### src/rtl/id_ex_if.sv
// Decode/execute bundle for the ID/EX pipeline register.
// The master side is decode plus execute; the slave side is id_ex_reg.
interface id_ex_if;
  logic [31:0] ins_i;
  logic [31:0] ins_addr_i;
  logic        id_valid_i;
  logic [4:0]  rs1_addr_i;
  logic [4:0]  rs2_addr_i;
  logic [31:0] rs1_data_i;
  logic [31:0] rs2_data_i;
  logic        jump_en_i;
  logic        hold_flag_i;
  logic [4:0]  ex_rd_addr_i;
  logic [31:0] ex_rd_data_i;
  logic        ex_rd_wr_en_i;
  logic [31:0] ins_o;
  logic [31:0] ins_addr_o;
  logic [31:0] rs1_data_o;
  logic [31:0] rs2_data_o;
  logic        valid_o;
  logic        stall_o;
  logic [15:0] bubble_cnt_o;

  modport master (
    output ins_i, ins_addr_i, id_valid_i, rs1_addr_i, rs2_addr_i,
           rs1_data_i, rs2_data_i, jump_en_i, hold_flag_i,
           ex_rd_addr_i, ex_rd_data_i, ex_rd_wr_en_i,
    input  ins_o, ins_addr_o, rs1_data_o, rs2_data_o, valid_o,
           stall_o, bubble_cnt_o
  );

  modport slave (
    input  ins_i, ins_addr_i, id_valid_i, rs1_addr_i, rs2_addr_i,
           rs1_data_i, rs2_data_i, jump_en_i, hold_flag_i,
           ex_rd_addr_i, ex_rd_data_i, ex_rd_wr_en_i,
    output ins_o, ins_addr_o, rs1_data_o, rs2_data_o, valid_o,
           stall_o, bubble_cnt_o
  );
endinterface

### src/rtl/id_ex_reg.sv
// ID/EX pipeline register: bubbles on jump flush and load-use, freezes on hold.
// Optional macro ID_EX_FORWARD_EN forwards execute write-back data into the operands.
module id_ex_reg #(
  parameter int unsigned FLUSH_CYCLES = 2,
  parameter logic [31:0] NOP_INS      = 32'h0000_0013
) (
  input logic    clk,
  input logic    rst_n,
  id_ex_if.slave bus
);

  localparam int unsigned CNT_W = 3;
  localparam logic [6:0]  OPC_LOAD = 7'b0000011;

  typedef enum logic [1:0] {
    S_RUN   = 2'd0,
    S_FLUSH = 2'd1,
    S_LU    = 2'd2
  } state_t;

  state_t             state;
  logic [CNT_W-1:0]   flush_cnt;
  logic [31:0]        ins_q;
  logic [31:0]        ins_addr_q;
  logic [31:0]        rs1_data_q;
  logic [31:0]        rs2_data_q;
  logic               valid_q;
  logic [15:0]        bubble_cnt_q;

  logic               lu;
  logic               do_bubble;
  logic               do_load;
  logic [31:0]        rs1_sel;
  logic [31:0]        rs2_sel;

  // Load in execute whose destination is read by the instruction now in decode.
  always_comb begin
    lu = (ins_q[6:0] == OPC_LOAD) && (ins_q[11:7] != 5'd0) && bus.id_valid_i &&
         ((ins_q[11:7] == bus.rs1_addr_i) || (ins_q[11:7] == bus.rs2_addr_i));
  end

  assign bus.stall_o = !bus.jump_en_i &
                       (bus.hold_flag_i | ((state == S_RUN) & lu));

  // Per-edge action selection, jump over hold over flush over load-use.
  always_comb begin
    do_bubble = 1'b0;
    do_load   = 1'b0;
    if (bus.jump_en_i) begin
      do_bubble = 1'b1;
    end else if (!bus.hold_flag_i) begin
      case (state)
        S_FLUSH: do_bubble = 1'b1;
        S_LU:    do_load   = 1'b1;
        S_RUN:   begin
          do_bubble = lu;
          do_load   = !lu;
        end
        default: do_load = 1'b0;
      endcase
    end
  end

`ifdef ID_EX_FORWARD_EN
  always_comb begin
    rs1_sel = bus.rs1_data_i;
    rs2_sel = bus.rs2_data_i;
    if (bus.ex_rd_wr_en_i && (bus.ex_rd_addr_i != 5'd0) &&
        (bus.ex_rd_addr_i == bus.rs1_addr_i))
      rs1_sel = bus.ex_rd_data_i;
    if (bus.ex_rd_wr_en_i && (bus.ex_rd_addr_i != 5'd0) &&
        (bus.ex_rd_addr_i == bus.rs2_addr_i))
      rs2_sel = bus.ex_rd_data_i;
  end
`else
  always_comb begin
    rs1_sel = bus.rs1_data_i;
    rs2_sel = bus.rs2_data_i;
  end
  wire unused_ex_rd = ^{1'b0, bus.ex_rd_addr_i, bus.ex_rd_data_i, bus.ex_rd_wr_en_i};
`endif

  always_ff @(posedge clk or negedge rst_n) begin
    if (!rst_n) begin
      state        <= S_RUN;
      flush_cnt    <= '0;
      ins_q        <= NOP_INS;
      ins_addr_q   <= '0;
      rs1_data_q   <= '0;
      rs2_data_q   <= '0;
      valid_q      <= 1'b0;
      bubble_cnt_q <= '0;
    end else begin
      if (do_bubble) begin
        ins_q      <= NOP_INS;
        ins_addr_q <= '0;
        rs1_data_q <= '0;
        rs2_data_q <= '0;
        valid_q    <= 1'b0;
        if (bubble_cnt_q != 16'hFFFF)
          bubble_cnt_q <= bubble_cnt_q + 16'd1;
      end else if (do_load) begin
        ins_q      <= bus.id_valid_i ? bus.ins_i : NOP_INS;
        ins_addr_q <= bus.ins_addr_i;
        rs1_data_q <= rs1_sel;
        rs2_data_q <= rs2_sel;
        valid_q    <= bus.id_valid_i;
      end

      // State/flush counter; a jump (re)starts the flush window.
      if (bus.jump_en_i) begin
        flush_cnt <= CNT_W'(FLUSH_CYCLES - 1);
        state     <= (FLUSH_CYCLES > 1) ? S_FLUSH : S_RUN;
      end else if (!bus.hold_flag_i) begin
        case (state)
          S_FLUSH: begin
            flush_cnt <= flush_cnt - CNT_W'(1);
            if (flush_cnt <= CNT_W'(1)) state <= S_RUN;
          end
          S_LU:    state <= S_RUN;
          S_RUN:   if (lu) state <= S_LU;
          default: state <= S_RUN;
        endcase
      end
    end
  end

  assign bus.ins_o        = ins_q;
  assign bus.ins_addr_o   = ins_addr_q;
  assign bus.rs1_data_o   = rs1_data_q;
  assign bus.rs2_data_o   = rs2_data_q;
  assign bus.valid_o      = valid_q;
  assign bus.bubble_cnt_o = bubble_cnt_q;

endmodule

### src/flat_wrapper.sv
// flat-port wrapper written by rule: the top's interface ports become plain ports
module id_ex_reg_flat 
#(
  parameter int unsigned FLUSH_CYCLES = 2,
  parameter logic [31:0] NOP_INS      = 32'h0000_0013
)
  (clk, rst_n, bus_ins_i, bus_ins_addr_i, bus_id_valid_i, bus_rs1_addr_i, bus_rs2_addr_i, bus_rs1_data_i, bus_rs2_data_i, bus_jump_en_i, bus_hold_flag_i, bus_ex_rd_addr_i, bus_ex_rd_data_i, bus_ex_rd_wr_en_i, bus_ins_o, bus_ins_addr_o, bus_rs1_data_o, bus_rs2_data_o, bus_valid_o, bus_stall_o, bus_bubble_cnt_o);
  id_ex_if bus_i ();
  input logic clk;
  input logic rst_n;
  input wire logic [$bits(bus_i.ins_i)-1:0] bus_ins_i;
  input wire logic [$bits(bus_i.ins_addr_i)-1:0] bus_ins_addr_i;
  input wire logic [$bits(bus_i.id_valid_i)-1:0] bus_id_valid_i;
  input wire logic [$bits(bus_i.rs1_addr_i)-1:0] bus_rs1_addr_i;
  input wire logic [$bits(bus_i.rs2_addr_i)-1:0] bus_rs2_addr_i;
  input wire logic [$bits(bus_i.rs1_data_i)-1:0] bus_rs1_data_i;
  input wire logic [$bits(bus_i.rs2_data_i)-1:0] bus_rs2_data_i;
  input wire logic [$bits(bus_i.jump_en_i)-1:0] bus_jump_en_i;
  input wire logic [$bits(bus_i.hold_flag_i)-1:0] bus_hold_flag_i;
  input wire logic [$bits(bus_i.ex_rd_addr_i)-1:0] bus_ex_rd_addr_i;
  input wire logic [$bits(bus_i.ex_rd_data_i)-1:0] bus_ex_rd_data_i;
  input wire logic [$bits(bus_i.ex_rd_wr_en_i)-1:0] bus_ex_rd_wr_en_i;
  output wire logic [$bits(bus_i.ins_o)-1:0] bus_ins_o;
  output wire logic [$bits(bus_i.ins_addr_o)-1:0] bus_ins_addr_o;
  output wire logic [$bits(bus_i.rs1_data_o)-1:0] bus_rs1_data_o;
  output wire logic [$bits(bus_i.rs2_data_o)-1:0] bus_rs2_data_o;
  output wire logic [$bits(bus_i.valid_o)-1:0] bus_valid_o;
  output wire logic [$bits(bus_i.stall_o)-1:0] bus_stall_o;
  output wire logic [$bits(bus_i.bubble_cnt_o)-1:0] bus_bubble_cnt_o;
  assign bus_i.ins_i = bus_ins_i;
  assign bus_i.ins_addr_i = bus_ins_addr_i;
  assign bus_i.id_valid_i = bus_id_valid_i;
  assign bus_i.rs1_addr_i = bus_rs1_addr_i;
  assign bus_i.rs2_addr_i = bus_rs2_addr_i;
  assign bus_i.rs1_data_i = bus_rs1_data_i;
  assign bus_i.rs2_data_i = bus_rs2_data_i;
  assign bus_i.jump_en_i = bus_jump_en_i;
  assign bus_i.hold_flag_i = bus_hold_flag_i;
  assign bus_i.ex_rd_addr_i = bus_ex_rd_addr_i;
  assign bus_i.ex_rd_data_i = bus_ex_rd_data_i;
  assign bus_i.ex_rd_wr_en_i = bus_ex_rd_wr_en_i;
  assign bus_ins_o = bus_i.ins_o;
  assign bus_ins_addr_o = bus_i.ins_addr_o;
  assign bus_rs1_data_o = bus_i.rs1_data_o;
  assign bus_rs2_data_o = bus_i.rs2_data_o;
  assign bus_valid_o = bus_i.valid_o;
  assign bus_stall_o = bus_i.stall_o;
  assign bus_bubble_cnt_o = bus_i.bubble_cnt_o;
  id_ex_reg #(.FLUSH_CYCLES(FLUSH_CYCLES), .NOP_INS(NOP_INS)) u_core (.clk(clk), .rst_n(rst_n), .bus(bus_i));
endmodule
### config.mk
export PLATFORM = sky130hd
export DESIGN_NAME = id_ex_reg_flat
export DESIGN_NICKNAME = d
export VERILOG_FILES = /design/src/rtl/id_ex_if.sv /design/src/rtl/id_ex_reg.sv /design/src/flat_wrapper.sv
export SDC_FILE = /design/constraint.sdc
export NUM_CORES = 1
export LEC_CHECK = 0
export ABC_CLOCK_PERIOD_IN_PS = 2500
export BUFFER_PORTS_ARGS = -buffer_cell sky130_fd_sc_hd__buf_4
export CAP_MARGIN = 40
export CORE_MARGIN = 5
export CORE_UTILIZATION = 45
export CTS_CLUSTER_DIAMETER = 80
export DETAILED_ROUTE_END_ITERATION = 8
export GPL_ROUTABILITY_DRIVEN = 0
export PLACE_DENSITY = 0.8
export SYNTH_ARGS = -nofsm -noshare
export SYNTH_HDL_FRONTEND = slang
export SYNTH_SLANG_ARGS = --single-unit
### constraint.sdc
create_clock -name clk -period 2.5 [get_ports clk]
set_input_delay 0 -clock clk [delete_from_list [all_inputs] [get_ports clk]]
set_output_delay 0 -clock clk [all_outputs]
set_load 0.005 [all_outputs]
==> results.toml, run 1 <==
[status]
status = "completed"

[synthesis]
ys_seq_area_share_pct = 59.7
synthesis.area_um2 = 6300
postSynthAreaPerCell_um2 = 9.57
synthCells = 658
ys_types = 41
synth_edf_count = 0
synth_warnings = 0
synth_flop_cell = "dfrtp_1"
synth-seq-cells = 150
syn_nets = 842
synthArstFlopShare_pct = 100

[sta]
setup_viol_count_final = 0
setup_tns_ns = 0
fmax_ghz = 0.413
tightest_slew_ns = 0.524
rsz0062_at_grt = "false"
drv_slew = 0
relSlewSlack_pct = 65.1
finalHoldViolations = 0
post-route-period-util_pct = 96.7
post-route-min-period_ns = 2.42
whs_ns = 0.0951
clock-skew-final_ns = 0.0132

[setup_path]
arrival_ns = 2.72
critPathMaxFanout = 33
required_ns = 2.80
crit_path_end_kind = "flop"
timing.rr.end = "u_core.bus.ins_o[15]"
rrSetupSlack_ns = 0.08
reg2reg_depth = 7
crit_path_start_kind = "flop"
reg2reg_from = "u_core.bus.ins_o[7]"
critPathKind = "flop to flop"

[floorplan]
dieArea_um2 = 16500
pin_count = 327
fp.coreArea_um2 = 13800
initial_utilization_pct = 45.5
die_w_um = 128
die_h_um = 128
fp-row-count = 43

[pwr]
power_mw = 6.22
leakagePower_nw = 5.01
switching_power_mw = 1.60
cellPowerDensity_nw_per_um2 = 586
ir_drop_uv = 523
intPower_mw = 4.62
combPwrFrac_pct = 17.8
swShare_pct = 25.7
clkPwrFrac_pct = 39.1
seqPwrFrac_pct = 43.0

[min_path]
worstHoldPathType = "primary input to asynchronous set/reset pin"

[final_layout]
nets = 1255
fin_area_um2 = 10600
syn_to_final_growth_pct = 68.4
utilization_pct = 76.7
nFillCells = 819
drive_gt1_share_pct = 32.4

[route]
vias = 6613
drc = 0
wirelength_um = 22900
wire_per_inst_um = 18.1
routed_via_density = 5.23
ant_nets = 0
initialDrtViolationCount = 494
firstDrtPassIters = 6

[clocking]
clockRootBuffer = "clkbuf_16"
cts_max_level = 4
clock-sinks = 150
clk_latency_ns = 0.42
cts_buffers = 17
path_clk_slew_ns = 0.06
cts_tree = "yes"
clock_path_buffers = 2

[placement]
port-buffer-count = 288
dpl.hpwl_um = 12900
placed_cell_area_um2 = 8700

[grt]
grt_max_degree = 82
grt_pass1_wl_um = 34900
grtUsageTotal_pct = 26.9
antenna_found_initial = 1
overflow = 0
grt_pass1_vias = 6962

[run]
maxCapViolCount = 0
-- registers in the layout, summed over array words and instances, names as in the netlist --
register                 cells
u_core.state                 2
u_core.bus.ins_addr_o       32
u_core.bus.ins_o            32
u_core.bus.rs2_data_o       32
u_core.bus.valid_o           1
u_core.bus.bubble_cnt_o     16
u_core.flush_cnt             3
u_core.bus.rs1_data_o       32
-- synth_stat cells, types with 3 or more instances --
library cell | count | area (um2)
buf_4 | 5 | 37.5
dfstp_2 | 3 | 78.8
nand3_1 | 9 | 45.0
xnor2_1 | 23 | 201
nand4_1 | 7 | 43.8
buf_6 | 3 | 33.8
a21oi_1 | 101 | 505
clkbuf_1 | 32 | 120
nor2_1 | 41 | 154
ha_1 | 3 | 37.5
nor4_1 | 3 | 18.8
xor2_1 | 3 | 26.3
a22oi_1 | 29 | 218
dfrtp_1 | 147 | 3680
and3_1 | 4 | 25.0
nor3b_1 | 3 | 22.5
buf_2 | 6 | 30.0
inv_1 | 5 | 18.8
nand2_1 | 203 | 762
-- critical path, cell delays in order, from the launching register on --
cell       delay (ns)
dfrtp_1          0.38
or4_1            0.58
o2111ai_2        0.24
inv_2            0.11
a2111o_1         0.43
buf_6            0.20
a22oi_1          0.28
nor2_2           0.07
-- placed cells by master, fill, tap and decap left out, types with 5 or more instances in the layout --
cell type | Yosys | final
nand2_1 | 203 | 203
dlygate4sd3_1 | 0 | 131
clkinv_2 | 0 | 5
nand4_1 | 7 | 7
clkbuf_16 | 0 | 18
xnor2_1 | 23 | 23
buf_4 | 5 | 300
a21oi_1 | 101 | 101
nand3_1 | 9 | 9
nor2_1 | 41 | 40
inv_1 | 5 | 5
dfrtp_1 | 147 | 147
a22oi_1 | 29 | 29
-- logic make-up after synthesis --
logic type | share of synthesized area [%]
muxes | 0.517
DFF | 59.7
and+or+nand+nor | 18.5
xor gates and xnor gates | 3.62
adders and majority gates | 0.596
AOI/OAI and AO/OA | 13.2
buffers and inverters | 3.88
-- worst max path at each step --
stage / cells after the start / from / slack, ns / end
after floorplan: 9 / u_core.bus.ins_o[7] / 0.20 / u_core.bus.ins_addr_o[25]
after global placement: 7 / u_core.bus.ins_o[7] / 0.18 / u_core.bus.ins_o[22]
after detailed placement: 7 / u_core.bus.ins_o[7] / 0.13 / u_core.bus.ins_o[26]
after CTS: 7 / u_core.bus.ins_o[7] / 0.11 / u_core.bus.ins_o[26]
after global routing: 7 / u_core.bus.ins_o[7] / 0.01 / u_core.bus.ins_o[15]
final: 7 / u_core.bus.ins_o[7] / 0.08 / u_core.bus.ins_o[15]
-- routing by layer --
| layer | vias to the layer above | GRT usage, % | part of all wire, % |
|---|---|---|---|
| li1 | 3014 | - | - |
| met1 | 3183 | 29.8 | 35 |
| met2 | 332 | 46.5 | 52 |
| met3 | 84 | 8.00 | 8.4 |
| met4 | 0 | 14.3 | 4.8 |
| met5 | - | 0 | 0 |
-- repair_timing --
| item | in CTS | in global routing |
|---|---|---|
| buffers inserted | 0 | 1 |
| hold buffers | 131 | 0 |
| setup endpoints to repair | 0 | 10 |
| resized for setup | 0 | 4 |
| endpoints found under the hold margin | 186 | 0 |
-- through the flow --
stage,std cells,setup WS [ns]
detailed placement,1099,0.132
global route,1262,0.0145
floorplan,658,0.199
CTS,1259,0.111
finish,1264,0.0814
global placement,1099,0.177
-- power groups by stage --
stage          logic [mW]  clock network, mW  registers [mW]
2_1_floorplan       0.375                  0            2.70
3_3_place_gp        0.892                  0            2.71
3_5_place_dp        0.900                  0            2.71
4_1_cts              1.08               2.45            2.67
5_1_grt              1.20               2.56            2.70
6_report             1.11               2.43            2.68
-- layout make-up --
type                            instances  area, um2  area share, %
Tap cell                              180        225           2.12
Inverter                                6       22.5          0.212
Multi-Input combinational cell        456       2330           21.9
Sequential cell                       150       3760           35.4
Clock buffer                           19        443           4.18
Timing Repair Buffer                  440       3710           35.0
Clock inverter                         10        109           1.03
Antenna cell                            3       7.51         0.0708
No activity file was read; power rests on OpenSTA's default activity.
==> inputs of run 2 (changes only) <==
--- a/config.mk
+++ b/config.mk
@@ -9,11 +9,11 @@
 export BUFFER_PORTS_ARGS = -buffer_cell sky130_fd_sc_hd__buf_4
 export CAP_MARGIN = 40
 export CORE_MARGIN = 5
-export CORE_UTILIZATION = 45
+export CORE_UTILIZATION = 40
 export CTS_CLUSTER_DIAMETER = 80
 export DETAILED_ROUTE_END_ITERATION = 8
 export GPL_ROUTABILITY_DRIVEN = 0
-export PLACE_DENSITY = 0.8
+export PLACE_DENSITY = 0.72
 export SYNTH_ARGS = -nofsm -noshare
 export SYNTH_HDL_FRONTEND = slang
 export SYNTH_SLANG_ARGS = --single-unit
==> results.toml, run 2 (synthesized netlist as in run 1, its figures left out) <==
[route]
drt-met1-wl_um = 8570
initialDrtViolationCount = 410
highest_layer = "met4"
dr_wl_met3_um = 1790
vias = 6349
drc = 0
met2_length_um = 11300
wire_per_inst_um = 17.1
routed_via_density = 4.91
wirelength_um = 22100
ant_nets = 0
firstDrtPassIters = 5

[final_layout]
syn_to_final_growth_pct = 70.3
nFillCells = 1092
seqCellArea_um2 = 3760
final_common_cell = "buf_4"
final_cell_mix = "buf_4 (297), nand2_1 (203), dfrtp_1 (147)"
nets = 1254
drive_gt1_share_pct = 32.5
multi_input_area_um2 = 2340

[pwr]
ir_drop_uv = 546
cellPowerDensity_nw_per_um2 = 597
leakagePower_nw = 5.03

[floorplan]
dieArea_um2 = 18300
die_h_um = 135
fp-row-count = 45
fp.coreArea_um2 = 15300
pin_count = 327
die_w_um = 135
initial_utilization_pct = 41.1

[sta]
setup_tns_ns = 0
setup_viol_count_final = 0
drv_slew = 0
finalHoldViolations = 0
post-route-min-period_ns = 2.41
tightest_slew_ns = 0.747
worst_slack_ns = 0.0865
clock-skew-final_ns = 0.00861
fmax_ghz = 0.414
relSlewSlack_pct = 50.2
post-route-period-util_pct = 96.5

[setup_path]
critPathTopFamily = "buffers and inverters"
reg2reg_from = "u_core.bus.ins_o[7]"
rrSetupSlack_ns = 0.09
worst-path-buf-inv = 3
required_ns = 2.83
critPathKind = "flop to flop"
arrival_ns = 2.74
max_stage_delay_ns = 0.55
crit_path_start_kind = "flop"
cpMaxStageDelayCell = "or4_4"
timing.rr.end = "u_core.bus.rs1_data_o[5]"
crit_path_end_kind = "flop"
path_cells = "or4_4 -> o2111ai_2 -> inv_2 -> a211oi_4 -> buf_4 -> buf_6 -> nand2_1 -> a21oi_1"
reg2reg_depth = 8
critPathMaxFanout = 48

[run]
maxCapViolCount = 0

[min_path]
min_to = "u_core.bus.ins_o[0]"
worstHoldPathType = "primary input to flop"
hold_start = "bus_id_valid_i"
hold_path_depth = 4

[placement]
port-buffer-count = 288
dpl.hpwl_um = 12800
dp_slack_ns = 0.138

[grt]
overflow = 0
grt_max_degree = 97
antenna_found_initial = 1
grt_pass1_vias = 6388
grt_pass1_wl_um = 33500
grtUsageTotal_pct = 23.0

[clocking]
clock_path_buffers = 2
clock-sinks = 150
cts_tree = "yes"
cts_max_level = 4
cts_buffers = 17
clockRootBuffer = "clkbuf_16"
path_clk_slew_ns = 0.06
clk_latency_ns = 0.42

[status]
status = "completed"
[run 2: changes by cell type in the layout (fill, tap and decap cells not counted), moves of 2 or more]
cell and change:
diode_2 -2, buf_12 +3, buf_4 -3, clkinvlp_4 +2, clkinv_2 -4
[run 2: repair_timing]
item | CTS | global route
resized for setup | 0 | 4
hold endpoints to repair | 210 | 0
hold buffers | 131 | 0
setup buffers | 0 | 2
endpoints found under the setup margin | 0 | 17
[run 2: worst max path at each step]
| stage | startpoint | endpoint | slack (ns) | depth (start not counted) |
|---|---|---|---|---|
| after global routing | u_core.bus.ins_o[7] | u_core.bus.ins_addr_o[30] | -0.03 | 8 |
| after detailed placement | u_core.bus.ins_o[7] | u_core.bus.ins_o[11] | 0.14 | 7 |
| after CTS | u_core.bus.ins_o[7] | u_core.bus.rs1_data_o[18] | 0.12 | 7 |
| after floorplan | u_core.bus.ins_o[7] | u_core.bus.ins_addr_o[25] | 0.20 | 9 |
| final | u_core.bus.ins_o[7] | u_core.bus.rs1_data_o[5] | 0.09 | 8 |
| after global placement | u_core.bus.ins_o[7] | u_core.bus.ins_o[1] | 0.17 | 7 |
[run 2: metal layers]
layer | vias up | global-route usage, %
li1 | 3017 | -
met5 | - | 0
met4 | 0 | 8.17
met3 | 41 | 8.14
met2 | 256 | 39.2
met1 | 3035 | 27.0
[run 2: where the power goes]
| part | switching [mW] | internal, mW |
|---|---|---|
| clock | 1.03 | 1.60 |
| sequential | 0.126 | 2.55 |
| combinational | 0.499 | 0.606 |
[run 2: worst min-delay path, delay by kind of cell]
family	cells	cell delay, ns
buffers and inverters	2	0.30
AND/OR/NAND/NOR	1	0.08
AO/OA/AOI/OAI	1	0.11
[run 2: area by class of cell]
type                    count  share of cell area, %
diodes                      1                 0.0233
clock buffers              20                   4.17
clock inverters            11                   1.41
inverters                   6                  0.210
multi-input cells         456                   21.8
flip-flops and latches    150                   35.0
well taps                 211                   2.46
repair buffers            439                   34.9
[run 2: through the flow]
step	total power [mW]	util (%)	instance area (um2)	hold slack, ns	instances
2_1_floorplan	3.07	-	6300	-0.296	658
3_3_place_gp	3.61	57.1	8740	0.112	1127
3_5_place_dp	3.63	57.1	8740	0.0988	1127
4_1_cts	6.42	69.6	10700	0.0868	1289
5_1_grt	6.67	70.0	10700	0.170	1294
6_report	6.40	70.0	10700	0.109	1294
